`src/rtl/feature_map_to_rgb565.sv`:
```
// feature_map_to_rgb565: converts BFLOAT16 RGB feature values to RGB565 via one shared converter
module feature_map_to_rgb565 #(
  parameter int CNT_W = 16
) (
  input  logic             clk,
  input  logic             reset_n,
  input  logic             in_valid,
  output logic             in_ready,
  input  logic [15:0]      in_r,
  input  logic [15:0]      in_g,
  input  logic [15:0]      in_b,
  output logic             out_valid,
  input  logic             out_ready,
  output logic [15:0]      out_pixel,
  output logic             out_sat,
  output logic [CNT_W-1:0] out_count
);
  typedef enum logic [2:0] {IDLE, CONV_R, CONV_G, CONV_B, OUT} state_t;
  state_t state, state_nx;
  logic live, sat_q, special, is_nan, zero, big, clamp, ch_sat;
  logic [15:0] r_q, g_q, b_q, x;
  logic [4:0] r_f, b_f;
  logic [5:0] g_f, lim, val;
  logic [7:0] e, sh, raw;
  // shared converter: n = floor(x*64), i.e. {1,m} >> (128-e), clamped to the channel width
  always_comb begin
    x = state == CONV_R ? r_q : state == CONV_G ? g_q : b_q;
    e = x[14:7];
    special = e == 8'hFF;
    is_nan = special && x[6:0] != 7'd0;
    zero = x[15] || e < 8'd121 || is_nan;
    big = e >= 8'd127;
    sh = 8'd128 - e;
    raw = {1'b1, x[6:0]} >> sh;
    lim = state == CONV_G ? 6'd63 : 6'd31;
    clamp = big || raw > {2'b00, lim};
    val = zero ? 6'd0 : clamp ? lim : raw[5:0];
    ch_sat = special || (!zero && clamp);
  end
  // next-state logic and handshake outputs
  always_comb begin
    state_nx = state;
    state_nx = state == IDLE   ? (in_valid && in_ready ? CONV_R : IDLE) :
               state == CONV_R ? CONV_G :
               state == CONV_G ? CONV_B :
               state == CONV_B ? OUT :
               (out_ready ? IDLE : OUT);
    in_ready = live && state == IDLE;
    out_valid = state == OUT;
    out_pixel = {r_f, g_f, b_f};
    out_sat = sat_q;
  end
  // state register; live holds in_ready low until the first edge after reset
  always_ff @(posedge clk or negedge reset_n) begin
    if (!reset_n) begin
      state <= IDLE;
      live <= 1'b0;
    end else begin
      state <= state_nx;
      live <= 1'b1;
    end
  end
  // capture inputs, store one converted field per CONV cycle, count delivered pixels
  always_ff @(posedge clk or negedge reset_n) begin
    if (!reset_n) begin
      r_q <= '0;
      g_q <= '0;
      b_q <= '0;
      r_f <= '0;
      g_f <= '0;
      b_f <= '0;
      sat_q <= 1'b0;
      out_count <= '0;
    end else begin
      if (in_valid && in_ready) begin
        r_q <= in_r;
        g_q <= in_g;
        b_q <= in_b;
      end
      if (state == CONV_R) begin
        r_f <= val[4:0];
        sat_q <= ch_sat;
      end
      if (state == CONV_G) begin
        g_f <= val;
        sat_q <= sat_q || ch_sat;
      end
      if (state == CONV_B) begin
        b_f <= val[4:0];
        sat_q <= sat_q || ch_sat;
      end
      if (out_valid && out_ready) out_count <= out_count + 1'b1;
    end
  end
endmodule

```
`config.mk`:
```
export PLATFORM = sky130hd
export DESIGN_NAME = feature_map_to_rgb565
export DESIGN_NICKNAME = d
export VERILOG_FILES = /design/src/rtl/feature_map_to_rgb565.sv
export SDC_FILE = /design/constraint.sdc
export NUM_CORES = 1
export LEC_CHECK = 0
export ABC_AREA = 1
export CAP_MARGIN = 20
export CELL_PAD_IN_SITES_DETAIL_PLACEMENT = 1
export CELL_PAD_IN_SITES_GLOBAL_PLACEMENT = 2
export CORE_MARGIN = 2
export CORE_UTILIZATION = 35
export CTS_BUF_LIST = sky130_fd_sc_hd__clkbuf_8
export CTS_CLUSTER_DIAMETER = 80
export DETAILED_ROUTE_END_ITERATION = 10
export DONT_BUFFER_PORTS = 1
export GPL_TIMING_DRIVEN = 0
export PLACE_DENSITY = 0.72
export SLEW_MARGIN = 20
export SYNTH_ARGS = -nofsm -noshare
export SYNTH_HDL_FRONTEND = slang
export SYNTH_SLANG_ARGS = --single-unit
```
`constraint.sdc`:
```
create_clock -name clk -period 6.6 [get_ports clk]
set_input_delay 0.66 -clock clk [delete_from_list [all_inputs] [get_ports clk]]
set_output_delay 0.66 -clock clk [all_outputs]
set_load 0.02 [all_outputs]
```
# Word-level counts from Yosys, hierarchy flattened

Cells that the tools add are included.

Register bits: 85
Bits of input ports: 52
Output and inout port bits: 35
Logic and storage cells: 49

Add/sub/neg operators: 2
Order comparisons: 3
Eq/ne operators: 5
Shift operators: 1
Mux-type cells: 14
Reductions and logical operators: 14

Operator list:

| kind                  | number |
|---|---|
| $mux 16               | 2 |
| $mux 6                | 3 |
| $add 16x1->16 const B | 1 |
| $mux 3                | 5 |
| $eq 8x8->1 const B    | 1 |
| $ge 8x7->1 const B    | 1 |
| $gt 8x6->1            | 1 |
| $lt 8x7->1 const B    | 1 |
| $shr 8x8->8           | 1 |
| $sub 8x8->8 const A   | 1 |
| $reduce_bool 7->1     | 1 |
| $eq 3x2->1 const B    | 2 |
| $logic_and 1x1->1     | 5 |
| $logic_or 1x1->1      | 5 |
| $mux 1                | 4 |
| $eq 3x1->1 const B    | 1 |
| $eq 3x3->1 const B    | 1 |
| $logic_not 3->1       | 1 |
| $reduce_bool 3->1     | 1 |
| $logic_not 1->1       | 1 |

# Logic depth before layout (Yosys ltp)

Depth in word-level cells: 12
Mapped depth: 23
Depth with buffers taken out: 22

# Least setup slack after synthesis

OpenSTA, ideal clock, no wires.

Path kind: register -> register
Start point: register state[0]
End point: register g_f[5]
Library setup time: 119 ps
Arrival: 3010 ps
Data required time: 6481 ps
Slack: 3470 ps
Cell stages (with the launch flop): 24
Buffers on the path: 1
Clock period less this slack: 3130 ps
Cells stage by stage: dfrtp_1 nor2_4 nand2_4 nand2_2 nor2_1 nor2_2 buf_2 ha_1 inv_1 nor2_2 nand2_1 nand2_2 nand2_2 nor2_8 nand4_1 a21oi_1 ha_1 nand3_1 nor2_1 nand3_2 nand2_4 nand2_2 o21ai_2 nand2_1

Cells in the longest elaborated chain, start to end: 9
Elaborated cells on any way between the ends: 18
Classes of those cells: add/sub (1); order compare (3); eq/ne (3); shift (1); mux (5); reduce/logical (5)

RTL lines:

| element                | RTL line   | RTL |
|---|---|---|
| from (decl)            | 19         | `state_t state, state_nx;` |
| from (signal assigned) | 59         | `state <= state_nx;` |
| $eq 3x2->1             | 27, 35, 84 |  |
| $mux 16 (2 in series)  | 27         | `x = state == CONV_R ? r_q : state == CONV_G ? g_q : b_q;` |
| $sub 8x8->8            | 33         | `sh = 8'd128 - e;` |
| $shr 8x8->8            | 34         | `raw = {1'b1, x[6:0]} >> sh;` |
| $gt 8x6->1             | 36         | `clamp = big \|\| raw > {2'b00, lim};` |
| $logic_or 1x1->1       | 36         |  |
| $mux 6 (2 in series)   | 37         | `val = zero ? 6'd0 : clamp ? lim : raw[5:0];` |
| to (signal assigned)   | 85         | `g_f <= val;` |
| to (decl)              | 23         | `logic [5:0] g_f, lim, val;` |

Parallel ways exist; a longest one is shown, timed or not.
A chain may end at the register's enable or synchronous reset.

# Worst setup path after layout

Start point: register state[2]
End point: register r_f[2]

Cells in the longest elaborated chain, start to end: 9
Elaborated cells on any way between the ends: 18
Classes of those cells: add/sub (1); order compare (3); eq/ne (3); shift (1); mux (5); reduce/logical (5)

RTL lines:

| element               | RTL line | RTL |
|---|---|---|
| $eq 3x2->1            | 27, 35   |  |
| $mux 16 (2 in series) | 27       |  |
| $sub 8x8->8           | 33       |  |
| $shr 8x8->8           | 34       |  |
| $gt 8x6->1            | 36       |  |
| $logic_or 1x1->1      | 36       |  |
| $mux 6 (2 in series)  | 37       |  |
| to (signal assigned)  | 81       | `r_f <= val[4:0];` |
| to (decl)             | 22       | `logic [4:0] r_f, b_f;` |

Parallel ways exist; a longest one is shown, timed or not.

==> results.py <==
metrics = {
    "status": {
        "outcome": "finished, final reports clean",
    },
    "critical_path": {
        "regToRegStartpoint": "state[2]$_DFF_PN0_",
        "worst_setup_path_start_kind": "flip-flop",
        "crit_type": "flip-flop to flip-flop",
        "endpoint": "r_f[2]$_DFFE_PN0P_",
        "cp.required_ps": 6850,
        "startpoint": "state[2]$_DFF_PN0_",
        "critPathArrivalTime_ps": 4020,
        "r2r_cells": 23,
        "reg2reg_slack_ps": 2840,
        "r2r-end": "r_f[2]$_DFFE_PN0P_",
        "cp-end-kind": "flip-flop",
        "cp_max_fo": 10,
    },
    "detailed_routing": {
        "drc": 0,
        "totalWireLength_um": 11790,
        "firstDrtPassIters": 4,
        "first_iter_violations": 110,
        "antenna_left": 0,
        "viasPerCell": 5.032,
        "wl_per_cell_um": 17.03,
        "dr_total_vias": 3482,
    },
    "timing": {
        "drv_slew": 0,
        "clock.fmax_mhz": 265.7,
        "relSlewSlack_pct": 45.71,
        "fin_ws_ps": 2836,
        "post-route-period-util_pct": 57.03,
        "tns_ps": 0,
        "worst_slew_pin_slew_ps": 808.1,
        "min_period_ps": 3764,
        "final-hold-violation-count": 0,
        "rsz0062_at_grt": "no",
        "clock_skew_ps": 13.84,
        "setup_violations": 0,
        "whs_ps": 179.3,
    },
    "floorplanning": {
        "die_w_um": 116.4,
        "core-area_um2": 12470,
        "ios": 87,
        "num_rows": 41,
        "start_util_pct": 35.44,
        "die_y_um": 116.4,
        "die-area_um2": 13540,
    },
    "global_routing": {
        "grt_pass1_wl_um": 18920,
        "grt_use_total_pct": 18.57,
        "grt_overflow": 0,
        "antenna_found_initial": 1,
        "grt_max_degree": 86,
        "grt_pass1_vias": 3774,
    },
    "clock_network": {
        "cts_resized": 0,
        "htreeDepth": 3,
        "cts_tree": "yes",
        "cts_max_path_buffers": 2,
        "cts_made_buffers": 9,
        "clk_latency_ps": 370,
        "cts_root_buffer": "clkbuf_8",
        "clk_pin_slew_ps": 90,
        "cts.sinks": 85,
    },
    "logic_synthesis": {
        "ys_warn_count": 0,
        "ys_ff_latch": 85,
        "yosysSeqAreaShare_pct": 48.15,
        "yosys.cell_types.count": 39,
        "synth_cells": 503,
        "synth_area_per_cell_um2": 8.783,
        "netlist_area_um2": 4418,
        "synth.net_count": 559,
    },
    "layout": {
        "fin_nets": 571,
        "syn_to_final_growth_pct": 9.742,
        "final_common_cell": "nand2_1",
        "fin_cells": 692,
        "final_cell_mix": "105 x nand2_1, 85 x dfrtp_1, 49 x nor2_1",
        "diodes": 0,
        "fill_cells": 1483,
        "drive_gt1_share_pct": 15.96,
    },
    "placement": {
        "placed_cells": 675,
        "gp_congestion": 0.7984,
        "portBuffers": 0,
        "place_ws_ps": 2800,
        "dpl.hpwl_um": 8875,
    },
    "power": {
        "finalPower_mw": 2.678,
        "power_leakage_nw": 2.403,
        "peakVddDrop_uv": 185.1,
        "powerDensity_nw_per_um2": 552.3,
    },
    "flow_run": {
        "drv_cap": 0,
    },
    "worst_hold_path": {
        "hp-class": "input port to async pin",
    },
}
## critical path, stage by stage (launching register included)
cell and delay [ps]:
dfrtp_1 440, inv_1 140, nand3_2 210, nand2_2 200, nor2_1 70, nor2_2 220
buf_2 260, ha_1 200, inv_1 50, nor2_2 150, nand2_1 100, nand2_2 70
nand2_2 80, nor2_8 160, nand4_1 120, a21oi_1 260, ha_1 180, nand3_1 70
nor2_1 140, nand3_2 110, nand2_4 120, nand3_2 110, nand3_1 110, nand2_1 60
## flip-flops by register name, summed over array words and instances (netlist names)
signal,flops
b_f,5
r_q,16
out_count,16
live,1
out_sat,1
state,3
g_q,16
b_q,16
r_f,5
g_f,6
## per-layer routing
layer | track usage (%) | share of wire (%) | up-vias
met5 | 0 | 0.11 | -
met4 | 6.270 | 1.6 | 2
met3 | 5.864 | 4.6 | 19
met2 | 30.39 | 48 | 66
met1 | 23.33 | 46 | 1717
li1 | - | - | 1678
## where the power goes
part | internal, mW | total (mW) | switching [mW]
registers | 0.717 | 0.886 | 0.168
logic | 0.483 | 1.44 | 0.952
clock network | 0.166 | 0.357 | 0.191
## through the flow
step / utilization (%) / instance area, um2
floorplan: - / 4418
finish: 38.89 / 4848
detailed placement: 37.17 / 4633
CTS: 38.89 / 4848
global placement: 37.17 / 4633
global route: 38.89 / 4848
## cells by family after synthesis
kind of cell    share of synthesized area, %
flops                                  48.15
fa+ha+maj                              1.133
other cells                          0.08488
xor+xnor                               3.172
compound gates                         7.562
buf+inv                                6.599
simple gates                           26.93
mux                                    6.372
## cells in the mapped netlist, drive strengths merged
cell     number  share of area, %
conb          1             0.085
xor2         11               2.2
nor3b         2              0.34
mux2         25               6.4
nand4        16               2.3
nand3        50               6.8
o21a          2              0.34
and3          1              0.14
o21ai        15               1.9
inv          49               4.2
a21oi        30               3.5
nor4          3              0.42
nor3          5              0.57
dfrtp        85                48
a2111oi       1              0.20
a311oi        1              0.59
ha            4               1.1
clkbuf        7              0.59
nand2       116                11
xnor2         5              0.99
nor2         55               5.4
buf          12               1.8
o211ai        4              0.68
o41ai         2              0.40
or2           1              0.14
## worst min path at each step
stage,startpoint,end,depth (start not counted)
5_1_grt,reset_n,g_q[6]$_DFFE_PN0P_,1
3_3_place_gp,reset_n,b_q[0]$_DFFE_PN0P_,0
2_1_floorplan,reset_n,b_f[0]$_DFFE_PN0P_,0
6_report,reset_n,g_q[5]$_DFFE_PN0P_,1
3_5_place_dp,reset_n,g_q[11]$_DFFE_PN0P_,0
4_1_cts,reset_n,g_q[5]$_DFFE_PN0P_,1
## final cells by class
cell class	count	area, um2	area share, %
flip-flops and latches	85	2127	43.87
multi-input cells	350	1999	41.24
well taps	172	215.2	4.439
inverters	49	183.9	3.794
clock buffers	12	165.2	3.406
plain buffers	19	107.6	2.219
repair buffers	1	27.53	0.5677
clock inverters	4	22.52	0.4645
## repair_timing
action                    CTS  global route
buffers inserted            0             0
hold buffers                1             0
hold endpoints to repair   85             0
Power figures use the tool's default switching activity.
